===== config.mk =====
export PLATFORM = sky130hd
export DESIGN_NAME = uart_tx
export DESIGN_NICKNAME = d
export VERILOG_FILES = /design/src/rtl/uart_tx.sv
export SDC_FILE = /design/constraint.sdc
export NUM_CORES = 1
export LEC_CHECK = 0
export ABC_AREA = 1
export CAP_MARGIN = 0
export CORE_UTILIZATION = 35
export DETAILED_ROUTE_END_ITERATION = 7
export SLEW_MARGIN = 20
export SYNTH_ARGS = -nofsm -noshare
export SYNTH_HDL_FRONTEND = slang
export SYNTH_SLANG_ARGS = --single-unit

===== constraint.sdc =====
create_clock -name clk -period 1.4 [get_ports clk]
set_clock_uncertainty 0.2 [all_clocks]
set_input_delay 0.14 -clock clk [delete_from_list [all_inputs] [get_ports clk]]
set_output_delay 0.14 -clock clk [all_outputs]
set_load 0.005 [all_outputs]

===== src/rtl/uart_tx.sv =====
// uart_tx: byte-serial UART transmitter fed from an 8-entry byte FIFO read port.
//
// Pops one byte at a time (registered single-cycle fifo_rd_en pulse), waits one
// cycle for the FIFO's registered dout, then shifts out start, 8 data bits
// LSB-first, optional even parity and a stop bit, each CLKS_PER_BIT cycles long.
//
// Build option: define UART_TX_PARITY_EN to insert an even-parity bit between
// the data bits and the stop bit (11-bit frame instead of 10).
//
// Ports:
//   clk         system clock, shared with the FIFO read clock
//   rst         asynchronous active-high reset
//   fifo_empty  FIFO empty flag, sampled only while idle
//   fifo_rd_en  FIFO pop request, one-cycle registered pulse per byte
//   fifo_dout   FIFO read data, valid the cycle after the pop edge
//   txd         serial output, idles high
//   busy        high from the pop request until the end of the stop bit

module uart_tx #(
  parameter int unsigned CLKS_PER_BIT = 434
) (
  input  logic       clk,
  input  logic       rst,
  input  logic       fifo_empty,
  output logic       fifo_rd_en,
  input  logic [7:0] fifo_dout,
  output logic       txd,
  output logic       busy
);

  localparam int unsigned TimerW = (CLKS_PER_BIT > 2) ? $clog2(CLKS_PER_BIT) : 1;
  localparam logic [TimerW-1:0] TimerMax = TimerW'(CLKS_PER_BIT - 1);

  localparam logic [2:0] StIdle   = 3'd0;
  localparam logic [2:0] StFetch  = 3'd1;
  localparam logic [2:0] StWait   = 3'd2;
  localparam logic [2:0] StStart  = 3'd3;
  localparam logic [2:0] StData   = 3'd4;
`ifdef UART_TX_PARITY_EN
  localparam logic [2:0] StParity = 3'd5;
`endif
  localparam logic [2:0] StStop   = 3'd6;

  logic [2:0]        state_q, state_d;
  logic [TimerW-1:0] timer_q, timer_d;
  logic [2:0]        idx_q, idx_d;
  logic [7:0]        shift_q, shift_d;
  logic              txd_q, txd_d;
  logic              busy_q, busy_d;
  logic              rd_en_q, rd_en_d;
`ifdef UART_TX_PARITY_EN
  logic              parity_q, parity_d;
`endif

  logic bit_end;
  assign bit_end = (timer_q == TimerMax);

  always_comb begin
    state_d = state_q;
    timer_d = timer_q;
    idx_d   = idx_q;
    shift_d = shift_q;
    txd_d   = txd_q;
    busy_d  = busy_q;
    rd_en_d = 1'b0;
`ifdef UART_TX_PARITY_EN
    parity_d = parity_q;
`endif
    case (state_q)
      StIdle: begin
        txd_d = 1'b1;
        if (!fifo_empty) begin
          state_d = StFetch;
          rd_en_d = 1'b1;
          busy_d  = 1'b1;
        end
      end
      // The FIFO pops on this edge; its dout is valid one cycle later.
      StFetch: begin
        state_d = StWait;
      end
      StWait: begin
        shift_d = fifo_dout;
        timer_d = '0;
        idx_d   = '0;
        txd_d   = 1'b0;
        state_d = StStart;
`ifdef UART_TX_PARITY_EN
        // Capture parity now, the shift register is consumed during DATA.
        parity_d = ^fifo_dout;
`endif
      end
      StStart: begin
        if (bit_end) begin
          timer_d = '0;
          txd_d   = shift_q[0];
          state_d = StData;
        end else begin
          timer_d = timer_q + TimerW'(1);
        end
      end
      StData: begin
        if (bit_end) begin
          timer_d = '0;
          shift_d = shift_q >> 1;
          if (idx_q == 3'd7) begin
            idx_d = '0;
`ifdef UART_TX_PARITY_EN
            txd_d   = parity_q;
            state_d = StParity;
`else
            txd_d   = 1'b1;
            state_d = StStop;
`endif
          end else begin
            idx_d = idx_q + 3'd1;
            txd_d = shift_q[1];
          end
        end else begin
          timer_d = timer_q + TimerW'(1);
        end
      end
`ifdef UART_TX_PARITY_EN
      StParity: begin
        if (bit_end) begin
          timer_d = '0;
          txd_d   = 1'b1;
          state_d = StStop;
        end else begin
          timer_d = timer_q + TimerW'(1);
        end
      end
`endif
      StStop: begin
        txd_d = 1'b1;
        if (bit_end) begin
          timer_d = '0;
          busy_d  = 1'b0;
          state_d = StIdle;
        end else begin
          timer_d = timer_q + TimerW'(1);
        end
      end
      default: begin
        state_d = StIdle;
        txd_d   = 1'b1;
        busy_d  = 1'b0;
        timer_d = '0;
        idx_d   = '0;
      end
    endcase
  end

  always_ff @(posedge clk or posedge rst) begin
    if (rst) begin
      state_q <= StIdle;
      timer_q <= '0;
      idx_q   <= '0;
      shift_q <= '0;
      txd_q   <= 1'b1;
      busy_q  <= 1'b0;
      rd_en_q <= 1'b0;
    end else begin
      state_q <= state_d;
      timer_q <= timer_d;
      idx_q   <= idx_d;
      shift_q <= shift_d;
      txd_q   <= txd_d;
      busy_q  <= busy_d;
      rd_en_q <= rd_en_d;
    end
  end

`ifdef UART_TX_PARITY_EN
  always_ff @(posedge clk or posedge rst) begin
    if (rst) begin
      parity_q <= 1'b0;
    end else begin
      parity_q <= parity_d;
    end
  end
`endif

  assign txd        = txd_q;
  assign busy       = busy_q;
  assign fifo_rd_en = rd_en_q;

endmodule


**After elaboration in Yosys (flattened, before gate mapping)**

Index checks and enable logic that the tools add are counted.

- Equal/unequal tests: 12
- Add/subtract/negate cells: 2
- Reductions and logical operators: 11
- Multiplexer cells: 22
- Bitwise operators: 3

Operators by type and width:

| cell | number |
|---|---|
| $mux 3 | 7 |
| $pmux 3 s6 | 1 |
| $pmux 9 s2 | 1 |
| $pmux 8 s2 | 1 |
| $ne 2x2->1 const B | 5 |
| $add 9x1->9 const B | 1 |
| $eq 3x3->1 const B | 3 |
| $eq 9x9->1 const B | 1 |
| $mux 9 | 1 |
| $mux 8 | 1 |
| $reduce_or 4->1 | 2 |
| $mux 1 | 7 |
| $eq 3x2->1 const B | 2 |
| $pmux 3 s2 | 1 |
| $reduce_and 3->1 | 2 |
| $reduce_and 5->1 | 1 |
| $pmux 1 s4 | 1 |
| $reduce_and 2->1 | 2 |
| $add 3x1->3 const B | 1 |
| $eq 3x1->1 const B | 1 |
| $logic_not 3->1 | 1 |
| $not 1->1 | 3 |
| $pmux 1 s3 | 1 |
| $reduce_or 3->1 | 1 |
| 2 further kinds | 2 |

- Input bits: 11
- Word-level logic and storage cells: 57
- Bits in registers: 26
- Output and inout bits: 3

**Depth between registers and ports, before layout**

- Depth after elaboration: 4
- Mapped depth: 10
- Mapped depth without buffers: 10

**Worst setup path after synthesis**

No wires, ideal clock.

- Path type: register to register
- Start point: reg timer_q[0]
- End point: reg shift_q[0]
- Clock period less this slack: 1.524 ns
- Arrival: 1.208 ns
- Path slack: -0.124 ns
- Library setup time: 0.116 ns
- Data required time: 1.084 ns
- Buffers on the path: 0
- Stages on the path, launching flop included: 10
- Path through: dfrtp_1 ha_1 nand2_1 nor2_1 nand2_2 clkinv_2 nand2_4 nand2_4 nand2_1 nand2_1

- Longest elaborated chain between the ends: 3

RTL lines:

| what | RTL line | text |
|---|---|---|
| from (decl) | 45 | `logic [TimerW-1:0] timer_q, timer_d;` |
| from (signal assigned) | 165 | `timer_q <= timer_d;` |
| $eq 9x9->1 | 56 | `assign bit_end = (timer_q == TimerMax);` |
| $ne 2x2->1 (no line) | -- |  |
| $reduce_and 2->1 (no line) | -- |  |
| to (signal assigned) | 167 | `shift_q <= shift_d;` |
| to (decl) | 47 | `logic [7:0] shift_q, shift_d;` |

Every way passes these cells.
A chain may end at the register's enable or synchronous reset.

**Final worst setup path**

- Start point: reg timer_q[1]
- End point: reg timer_q[4]

- Longest elaborated chain between the ends: 3
- Elaborated cells on any way between the ends: 4
- Those cells by class: add/sub (1); eq/ne (1); mux (2)

RTL lines:

| what | RTL line | text |
|---|---|---|
| $add 9x1->9 / $eq 9x9->1 (equally long branches) | -- |  |
| $mux 9 (*) | 94, 103, 136 |  |
| $pmux 9 s2 (*) | 69 | `case (state_q)` |

Mark *: on every way between the ends. The rest lies on a longest branch, timed or not.

==> results.py <==
metrics = {
    "status": {
        "status": "complete, but fails checks",
        "violations": "setup timing",
    },
    "logic_synthesis": {
        "async_flop_share_pct": 100,
        "synthDistinctLibCells": 32,
        "postSynthCellCount": 211,
        "syn-num-nets": 226,
        "ys_warn_count": 0,
        "synth_edf_count": 0,
        "netlist_area_um2": 1600,
        "avgSynthCellArea_um2": 7.58,
        "yosys_most_used_dff": "dfrtp_1",
        "ys_ff_latch": 26,
        "synth-seq-area-share_pct": 40.7,
    },
    "grt": {
        "grt_pass1_wl_mm": 6.28,
        "gr-usage-all-layers_pct": 15.8,
        "grt_overflow_total": 0,
        "grt_antenna_before_repair": 0,
        "grt_pass1_vias": 1437,
        "grt_max_degree": 27,
    },
    "layout": {
        "layout_commonest_cell": "nand2_1",
        "seq_area_um2": 656,
        "fin_cells": 328,
        "final_cell_mix": "nand2_1 (81), buf_4 (40), dfrtp_1 (22)",
        "layout.nets": 292,
        "n_fill_cell": 399,
        "n_antenna_cell": 0,
        "area_delta_synth_final_pct": 50.2,
        "drive_gt1_share_pct": 36.6,
        "multi_input_area_um2": 958,
    },
    "route": {
        "antenna_violating_nets_post_route": 0,
        "viasPerCell": 4.52,
        "vias": 1484,
        "drtIter0Drc": 37,
        "wl_per_cell_um": 11.4,
        "drc": 0,
        "routed_wl_mm": 3.75,
        "drtPass1Iterations": 4,
    },
    "setup_path": {
        "critPathArrivalTime_ns": 1.57,
        "critPathKind": "reg2reg",
        "crit_path_start_kind": "flip-flop",
        "cp-end-kind": "flip-flop",
        "crit_required_ns": 1.37,
        "path_max_fanout": 7,
    },
    "placed_design": {
        "dp_hpwl_mm": 2.64,
        "dp.cells": 313,
        "gp_congestion": 0.856,
        "port_buffers": 13,
    },
    "hold_path": {
        "worstHoldPathType": "in2reg",
    },
    "timing": {
        "rsz0062_at_grt": "true",
        "slew_viol_final": 0,
        "worst_pin_slew_ns": 0.252,
        "fmax_mhz": 628,
        "fin_ws_ns": -0.193,
        "fin_tns_setup_ns": -3.36,
        "period_share_pct": 114,
        "timing.slew.headroom_pct": 83.1,
        "setup_viol": 24,
        "finalHoldViolCount": 0,
        "fin_crit_ns": 1.59,
    },
    "die": {
        "die_h_um": 69.6,
        "dieArea_um2": 4850,
        "core_um2": 4380,
        "die-width_um": 69.6,
        "fp-row-count": 24,
        "start_util_pct": 36.5,
        "pin_count": 14,
    },
    "job": {
        "maxCapViolCount": 0,
    },
    "cts": {
        "clock_sinks": 26,
        "cts.path.max_buffers": 2,
        "clkLatencyLatePin_ns": 0.27,
        "cts_tree": "yes",
        "cts_inserted_buffers": 3,
        "htreeDepth": 1,
        "path_clk_slew_ns": 0.09,
        "clockRootBuffer": "clkbuf_8",
    },
    "pwr": {
        "power-per-cell-area_nw_per_um2": 528,
        "p_leak_uw": 0.00122,
        "peakVddDrop_mv": 0.390,
    },
}
-- critical path, cell delays in order, from the launching register on --
cell and delay (ns):
dfrtp_1 0.40, inv_2 0.09, ha_4 0.13, nand2_2 0.06, nor2_4 0.13, nand2_4 0.10, nand2_4 0.13, inv_4 0.06
nor2_8 0.15, nor2_2 0.05
-- power breakdown --
| part | internal (uW) | switching, uW |
|---|---|---|
| clock | 204 | 246 |
| sequential | 752 | 0.703 |
| combinational | 38.3 | 26.9 |
| total | 994 | 274 |
-- synth_stat cells (2+ instances only) --
library cell   n  share of area [%]
nand2_1       88                 21
dfrtp_1       25                 39
nand3_1       20                6.3
inv_1         16                3.8
nor2_1        11                2.6
nand4_1        5                2.0
nor2_2         5                2.0
ha_1           4                3.1
nand2_2        4                1.6
buf_6          3                2.1
nand2_4        3                2.1
o21ai_0        3               0.94
inv_2          2               0.47
inv_4          2               0.78
nand3_2        2                1.3
xnor2_1        2                1.1
-- state kept, by name, summed over array words and instances (netlist names) --
name        count
timer_q         9
shift_q         8
state_q         3
fifo_rd_en      1
txd             1
busy            1
idx_q           3
-- timing repair --
action | in CTS | in global routing
endpoints found under the setup margin | 28 | 27
pin swaps | 3 | 20
setup buffers | 7 | 4
hold buffers | 1 | 0
endpoints found under the hold margin | 13 | 0
resized for setup | 12 | 33
cloned | 0 | 1
-- per-stage QoR --
| stage | hold WS, ns | utilization, % | area (um2) | worst slack (ns) | total power [uW] |
|---|---|---|---|---|---|
| 6_report | 0.233 | 54.8 | 2400 | -0.193 | 1270 |
| 5_1_grt | 0.251 | 54.8 | 2400 | -0.273 | 1320 |
| 4_1_cts | 0.234 | 51.3 | 2250 | -0.182 | 1280 |
| 3_5_place_dp | 0.259 | 48.1 | 2110 | -0.172 | 833 |
| 3_3_place_gp | 0.258 | 48.1 | 2110 | -0.142 | 832 |
| 2_1_floorplan | -0.0207 | - | 1620 | -0.117 | 788 |
-- per-layer routing --
layer / vias to the layer above / routed length [um] / global-route usage (%)
met2: 14 / 1840 / 25.4
met5: - / 0 / 0
met1: 674 / 1800 / 22.4
li1: 792 / - / -
met4: 0 / 53 / 4.67
met3: 4 / 61 / 1.74
-- final timing paths --
kind,start,slack [ns],cells after the start,to
max,timer_q[1],-0.19,9,timer_q[4]
min,fifo_dout[7],0.23,3,shift_q[7]
max reg2reg,timer_q[1],-0.19,9,timer_q[4]
min reg2reg,busy,0.28,2,busy
max in group asynchronous,rst,0.23,4,txd
min in group asynchronous,rst,0.54,4,state_q[2]
-- layout make-up --
cell class / instances / area share [%]
clock buffers: 4 / 1.87
inverters: 21 / 3.80
multi-input cells: 160 / 39.9
flip-flops and latches: 26 / 27.3
well taps: 52 / 2.71
repair buffers: 65 / 24.5
-- kinds of logic after synthesis --
logic type / share of synthesized area, %
adders and majority gates: 3.13
and+or+nand+nor: 43.4
xor gates and xnor gates: 1.64
AOI/OAI and AO/OA: 2.89
DFF: 40.7
buffers and inverters: 8.21
Note: power is estimated with default switching activity, not from simulation.
